[config.mk]
export PLATFORM = sky130hd
export DESIGN_NAME = muldiv_unit
export DESIGN_NICKNAME = d
export VERILOG_FILES = /design/src/rtl/muldiv_unit.sv
export SDC_FILE = /design/constraint.sdc
export NUM_CORES = 2
export LEC_CHECK = 0
export ABC_AREA = 1
export CAP_MARGIN = 20
export CELL_PAD_IN_SITES_DETAIL_PLACEMENT = 0
export CELL_PAD_IN_SITES_GLOBAL_PLACEMENT = 2
export CORE_MARGIN = 5
export CORE_UTILIZATION = 43
export DETAILED_ROUTE_END_ITERATION = 12
export PLACE_DENSITY = 0.95
export SYNTH_ARGS = -nofsm -noshare
export SYNTH_HDL_FRONTEND = slang
export SYNTH_SLANG_ARGS = --single-unit
[constraint.sdc]
create_clock -name clk -period 23.9 [get_ports clk]
set_input_delay 2.39 -clock clk [delete_from_list [all_inputs] [get_ports clk]]
set_output_delay 2.39 -clock clk [all_outputs]
set_load 0.005 [all_outputs]
[src/rtl/muldiv_unit.sv]
// RV32M multiply/divide responder: one request in flight, a registered product for multiplies,
// and a 32-step radix-2 restoring divider for divides and remainders.
module muldiv_unit #(
    parameter int XLEN       = 32,
    parameter int DIV_CYCLES = 32
) (
    input  logic            clk,
    input  logic            rstn,
    input  logic            flush,
    input  logic            req_valid,
    output logic            req_ready,
    input  logic [2:0]      req_op,
    input  logic [XLEN-1:0] req_a,
    input  logic [XLEN-1:0] req_b,
    output logic            resp_valid,
    input  logic            resp_ready,
    output logic [XLEN-1:0] resp_data
);

    localparam int              CNT_W   = $clog2(DIV_CYCLES);
    localparam logic [XLEN-1:0] MIN_NEG = {1'b1, {(XLEN-1){1'b0}}};

    typedef enum logic [1:0] {
        ST_IDLE,
        ST_MUL,
        ST_DIV,
        ST_DONE
    } state_e;

    state_e          state_q, state_d;
    logic [1:0]      op_q;
    logic [XLEN-1:0] a_q, b_q;
    logic [XLEN-1:0] rem_q, quo_q, dvs_q;
    logic [CNT_W-1:0] cnt_q;
    logic            neg_quo_q, neg_rem_q;
    logic [XLEN-1:0] result_q;
    logic            resp_valid_q;
    logic [XLEN-1:0] resp_data_q;

    // ---------------- request decode ----------------
    logic            accept;
    logic            req_signed;
    logic            req_div_zero;
    logic            req_overflow;
    logic            req_special;
    logic [XLEN-1:0] abs_a, abs_b, special_res;

    assign accept       = req_valid && req_ready;
    assign req_signed   = !req_op[0];
    assign req_div_zero = (req_b == '0);
    assign req_overflow = req_signed && (req_a == MIN_NEG) && (req_b == '1);
    assign req_special  = req_div_zero || req_overflow;
    assign abs_a        = (req_signed && req_a[XLEN-1]) ? -req_a : req_a;
    assign abs_b        = (req_signed && req_b[XLEN-1]) ? -req_b : req_b;
    // Divide-by-zero: quotient all ones, remainder is the dividend. Overflow: quotient MIN_NEG, remainder 0.
    assign special_res  = req_div_zero ? (req_op[1] ? req_a : '1)
                                       : (req_op[1] ? '0 : MIN_NEG);

    // ---------------- multiplier ----------------
    logic              a_sext, b_sext;
    logic [2*XLEN-1:0] mul_a_ext, mul_b_ext, mul_prod;
    logic [XLEN-1:0]   mul_res;

    assign a_sext    = (op_q != 2'b11) && a_q[XLEN-1];
    assign b_sext    = !op_q[1] && b_q[XLEN-1];
    assign mul_a_ext = {{XLEN{a_sext}}, a_q};
    assign mul_b_ext = {{XLEN{b_sext}}, b_q};
    assign mul_prod  = mul_a_ext * mul_b_ext;
    assign mul_res   = (op_q == 2'b00) ? mul_prod[XLEN-1:0] : mul_prod[2*XLEN-1:XLEN];

    // ---------------- divider step ----------------
    logic [XLEN:0]   rem_shift, diff;
    logic            no_borrow;
    logic [XLEN-1:0] rem_next, quo_next, rem_fix, quo_fix, div_res;

    assign rem_shift = {rem_q, quo_q[XLEN-1]};
    assign diff      = rem_shift - {1'b0, dvs_q};
    // A set top bit of the shifted remainder already exceeds any divisor; otherwise diff's top bit is the borrow.
    assign no_borrow = rem_shift[XLEN] | ~diff[XLEN];
    assign rem_next  = no_borrow ? diff[XLEN-1:0] : rem_shift[XLEN-1:0];
    assign quo_next  = {quo_q[XLEN-2:0], no_borrow};
    assign quo_fix   = neg_quo_q ? -quo_next : quo_next;
    assign rem_fix   = neg_rem_q ? -rem_next : rem_next;
    assign div_res   = op_q[1] ? rem_fix : quo_fix;

    // ---------------- FSM: state register ----------------
    // NOTE: sequential state uses non-blocking assignments so every register samples pre-edge values.
    always_ff @(posedge clk or negedge rstn) begin
        if (!rstn) begin
            state_q <= ST_IDLE;
        end else begin
            state_q <= state_d;
        end
    end

    // ---------------- FSM: next state ----------------
    // NOTE: default assignment first so no path through this block can infer a latch.
    always_comb begin
        state_d = state_q;
        if (flush) begin
            state_d = ST_IDLE;
        end else begin
            unique case (state_q)
                ST_IDLE: begin
                    if (accept) begin
                        if (!req_op[2])      state_d = ST_MUL;
                        else if (req_special) state_d = ST_DONE;
                        else                 state_d = ST_DIV;
                    end
                end
                ST_MUL:  state_d = ST_DONE;
                ST_DIV:  if (cnt_q == '0) state_d = ST_DONE;
                ST_DONE: if (resp_valid_q && resp_ready) state_d = ST_IDLE;
                default: state_d = ST_IDLE;
            endcase
        end
    end

    // ---------------- FSM: outputs ----------------
    always_comb begin
        req_ready  = (state_q == ST_IDLE) && !flush;
        resp_valid = resp_valid_q;
        resp_data  = resp_data_q;
    end

    // ---------------- operand and divider datapath ----------------
    always_ff @(posedge clk or negedge rstn) begin
        if (!rstn) begin
            op_q      <= '0;
            a_q       <= '0;
            b_q       <= '0;
            rem_q     <= '0;
            quo_q     <= '0;
            dvs_q     <= '0;
            cnt_q     <= '0;
            neg_quo_q <= 1'b0;
            neg_rem_q <= 1'b0;
            result_q  <= '0;
        end else if (accept) begin
            op_q      <= req_op[1:0];
            a_q       <= req_a;
            b_q       <= req_b;
            rem_q     <= '0;
            quo_q     <= abs_a;
            dvs_q     <= abs_b;
            cnt_q     <= CNT_W'(DIV_CYCLES - 1);
            neg_quo_q <= req_signed && (req_a[XLEN-1] ^ req_b[XLEN-1]);
            neg_rem_q <= req_signed && req_a[XLEN-1];
            if (req_op[2] && req_special) begin
                result_q <= special_res;
            end
        end else if (state_q == ST_MUL) begin
            result_q <= mul_res;
        end else if (state_q == ST_DIV) begin
            rem_q <= rem_next;
            quo_q <= quo_next;
            cnt_q <= cnt_q - CNT_W'(1);
            if (cnt_q == '0) begin
                result_q <= div_res;
            end
        end
    end

    // ---------------- response register ----------------
    // The result is copied to resp_data on the first DONE cycle, so it only changes at a clock edge.
    always_ff @(posedge clk or negedge rstn) begin
        if (!rstn) begin
            resp_valid_q <= 1'b0;
            resp_data_q  <= '0;
        end else if (flush) begin
            resp_valid_q <= 1'b0;
        end else if (state_q == ST_DONE) begin
            if (!resp_valid_q) begin
                resp_valid_q <= 1'b1;
                resp_data_q  <= result_q;
            end else if (resp_ready) begin
                resp_valid_q <= 1'b0;
            end
        end
    end

endmodule

==> summary.txt <==
Global route
  – Grt total ovfl: 0
  – First-pass GRT wire length: 299 mm
  – Tot GR Track Use: 28.5%
  – Antenna violations before repair: 6
  – Vias in the first global route: 48.9k
  – Largest net degree at the start of global routing: 137

Placement
  – Hpwl dp: 155 mm
  – IO Port Bufs: 105
  – Placed cell area: 57,900 um^2
  – Final Wtd Congestion: 0.973

Synthesis
  – Fraction of registers with async set/reset: 100%
  – Avg Cell Area, Syn: 7.62 um^2
  – Area fraction of the dominant cell type after synthesis: 40.7%
  – Top cells by area, synth: fa_1 41%, inv_1 13%, nand2_1 13%, dfrtp_1 11%, ha_1 5.8%
  – Mapped Area: 55,400 um^2
  – Synth cell types: 62
  – Synth area leader: fa_1
  – Seq cells post-synth: 235
  – Mapped Cells: 7,281
  – Synth warnings: 0
  – Top FF cell, synth: dfrtp_1
  – Syn_nets: 8,734
  – Sequential fraction of the synthesis area: 10.6%
  – Post-synth EDFFs: 0

Setup path
  – Worst reg2reg path startpoint: a_q[31]
  – Slowest cell delay on critical path: 0.77 ns
  – Critical path type: reg2reg
  – Reg2reg path depth: 31
  – CP Buf/Inv Count: 8
  – Reg-to-reg endpoint: result_q[30]
  – Worst EP required: 24.36 ns
  – Worst-path maximum fanout: 34
  – Slowest CP cell: fa_1
  – Most used cell, CP: fa_1
  – Worst setup EP type: register
  – Delay-heaviest family, CP: adder cells
  – Worst R2R Setup Slack: 14.40 ns
  – Startpoint types: register
  – CP Depth: 31
  – Critical path data arrival time: 9.96 ns

Timing
  – Worst rel slew slack: 38.0%
  – Final setup viols: 0
  – Post-route clock period utilization: 39.8%
  – Fin Hold WS: 0.479 ns
  – F_max: 0.105 GHz
  – Hold Violations, Final: 0
  – Final Slew Violations: 0
  – Setup_tns: 0 ns
  – Slew at the pin with the worst max-slew slack: 0.929 ns
  – Minimum clock period: 9.50 ns
  – Clock Skews: 0.0208 ns
  – RSZ-0062 raised after global routing: false

Clock network
  – CTS root buf: clkbuf_16
  – Bufs on Longest Clock Path: 3
  – TritonCTS clock tree: built
  – Clock sink total: 235
  – Number of CTS-inserted buffers: 34
  – Worst-Skew Late Latency: 0.56 ns
  – CTS Hold Buffers Added: 0
  – Max H-tree Level: 2
  – Clk slew on worst S/H paths: 0.06 ns
  – Postcts setup bufs: 0
  – Post_cts resized: 0

Finish
  – Final nets: 8,610
  – Register area: 5890 um^2
  – FILL cells: 12.9k
  – Layout cell share with drive strength beyond 1: 3.51%
  – Multi-input gate area in the final layout: 41,100 um^2
  – Design area: 59,300 um^2
  – Layout area overhead: 6.88%
  – Commonest cells after routing, fill and taps aside: 1,888 x inv_1, 1,865 x nand2_1, 1,126 x fa_1
  – Most common cell after layout, fill and taps aside: inv_1

Routing
  – Final wirelength: 191 mm
  – Routed metal-1 wirelength: 85.5 mm
  – DR WL met3: 13.7 mm
  – Via count: 46.5k
  – Final ANT Viol Nets: 0
  – Top sig layer: met5
  – Initial DRC Count: 4,093
  – WL per Instance: 21.6 um
  – TritonRoute pass-1 iters: 6
  – Met2 Wirelength: 87.5 mm
  – Vias/cell: 5.26
  – DRC errors left: 0

Hold path
  – Hold path startpoint: resp_data[31]
  – Worst Hold Depth: 2
  – Hold endpoint: resp_data[31]
  – Hold Path Class: reg2reg

Floorplanning
  – Chip width: 369 um
  – Initial Util: 43.4%
  – Rows: 131
  – DIE AREA: 136,000 um^2
  – Die height: 369 um
  – Boundary Pins: 106
  – Core area: 128,000 um^2

Run status
  – Status: finished, final reports clean

Flow run
  – Max cap viols: 0
## cells in the mapped netlist, drive strengths merged, types with 11 or more instances
cell type,instances
nand4,47
fa,1126
a22oi,14
ha,255
xor2,20
nor2,326
nor3,69
buf,27
nand2,1891
o221ai,16
a31oi,48
nand3,241
a21oi,261
inv,1897
xnor2,29
o21ai,274
o22ai,23
o211ai,32
nor4,17
a21o,11
dfrtp,235
clkbuf,335
or2,17
## metal layers
metal | up-vias | GRT usage, %
met4 | 6 | 5.96
met2 | 1597 | 45.9
met5 | - | 0
met3 | 208 | 3.94
met1 | 23600 | 41.4
li1 | 21100 | -
## flip-flops by register name, summed over array words and instances, names as in the netlist, 2 cells and up
| name | flops |
|---|---|
| quo_q | 32 |
| rem_q | 32 |
| resp_data | 32 |
| cnt_q | 5 |
| result_q | 32 |
| b_q | 32 |
| dvs_q | 31 |
| a_q | 32 |
| state_q | 2 |
| op_q | 2 |
## through the flow
step | instances | util [%] | setup slack, ns
after floorplan | 7281 | - | 15.87
after global placement | 8780 | 45.3 | 14.48
after detailed placement | 8781 | 45.3 | 14.39
after CTS | 8843 | 46.3 | 14.35
after global routing | 8845 | 46.4 | 13.72
final | 8847 | 46.4 | 14.40
## final cells by class
type | count | share of cell area (%)
antenna | 2 | 0.00844
clock buffer | 45 | 1.63
clock inverter | 17 | 0.547
inverter | 1899 | 12.0
multi-input combinational | 4785 | 69.3
sequential | 235 | 9.93
tap | 1662 | 3.51
timing repair buffer | 202 | 3.07
## worst min-delay path: stages, from the launching register on
cell and delay (ns):
dfrtp_1 0.34, nand2_1 0.05, nand2_1 0.05
## how the worst max path moves through the flow
stage | start | to
3_3_place_gp | a_q[31] | result_q[31]
2_1_floorplan | op_q[1] | result_q[31]
3_5_place_dp | a_q[31] | result_q[28]
6_report | a_q[31] | result_q[30]
5_1_grt | a_q[31] | result_q[31]
4_1_cts | a_q[31] | result_q[28]
## cell families (layout without fill, tap and decap cells)
logic type      count (synthesis)  in the layout  share of synthesized area [%]
xor+xnor                       49             49                          0.774
simple gates                 2623           2623                           19.2
flops                         235            235                           10.6
mux                             1              1                         0.0181
compound gates                731            731                           7.55
fa+ha+maj                    1381           1381                           46.4
other cells                     0              2                              0
buf+inv                      2261           2163                           15.4
Power is left out: the tool's default activity adds up to more than one toggle a clock period on the data nets, which glitch-free logic cannot reach.
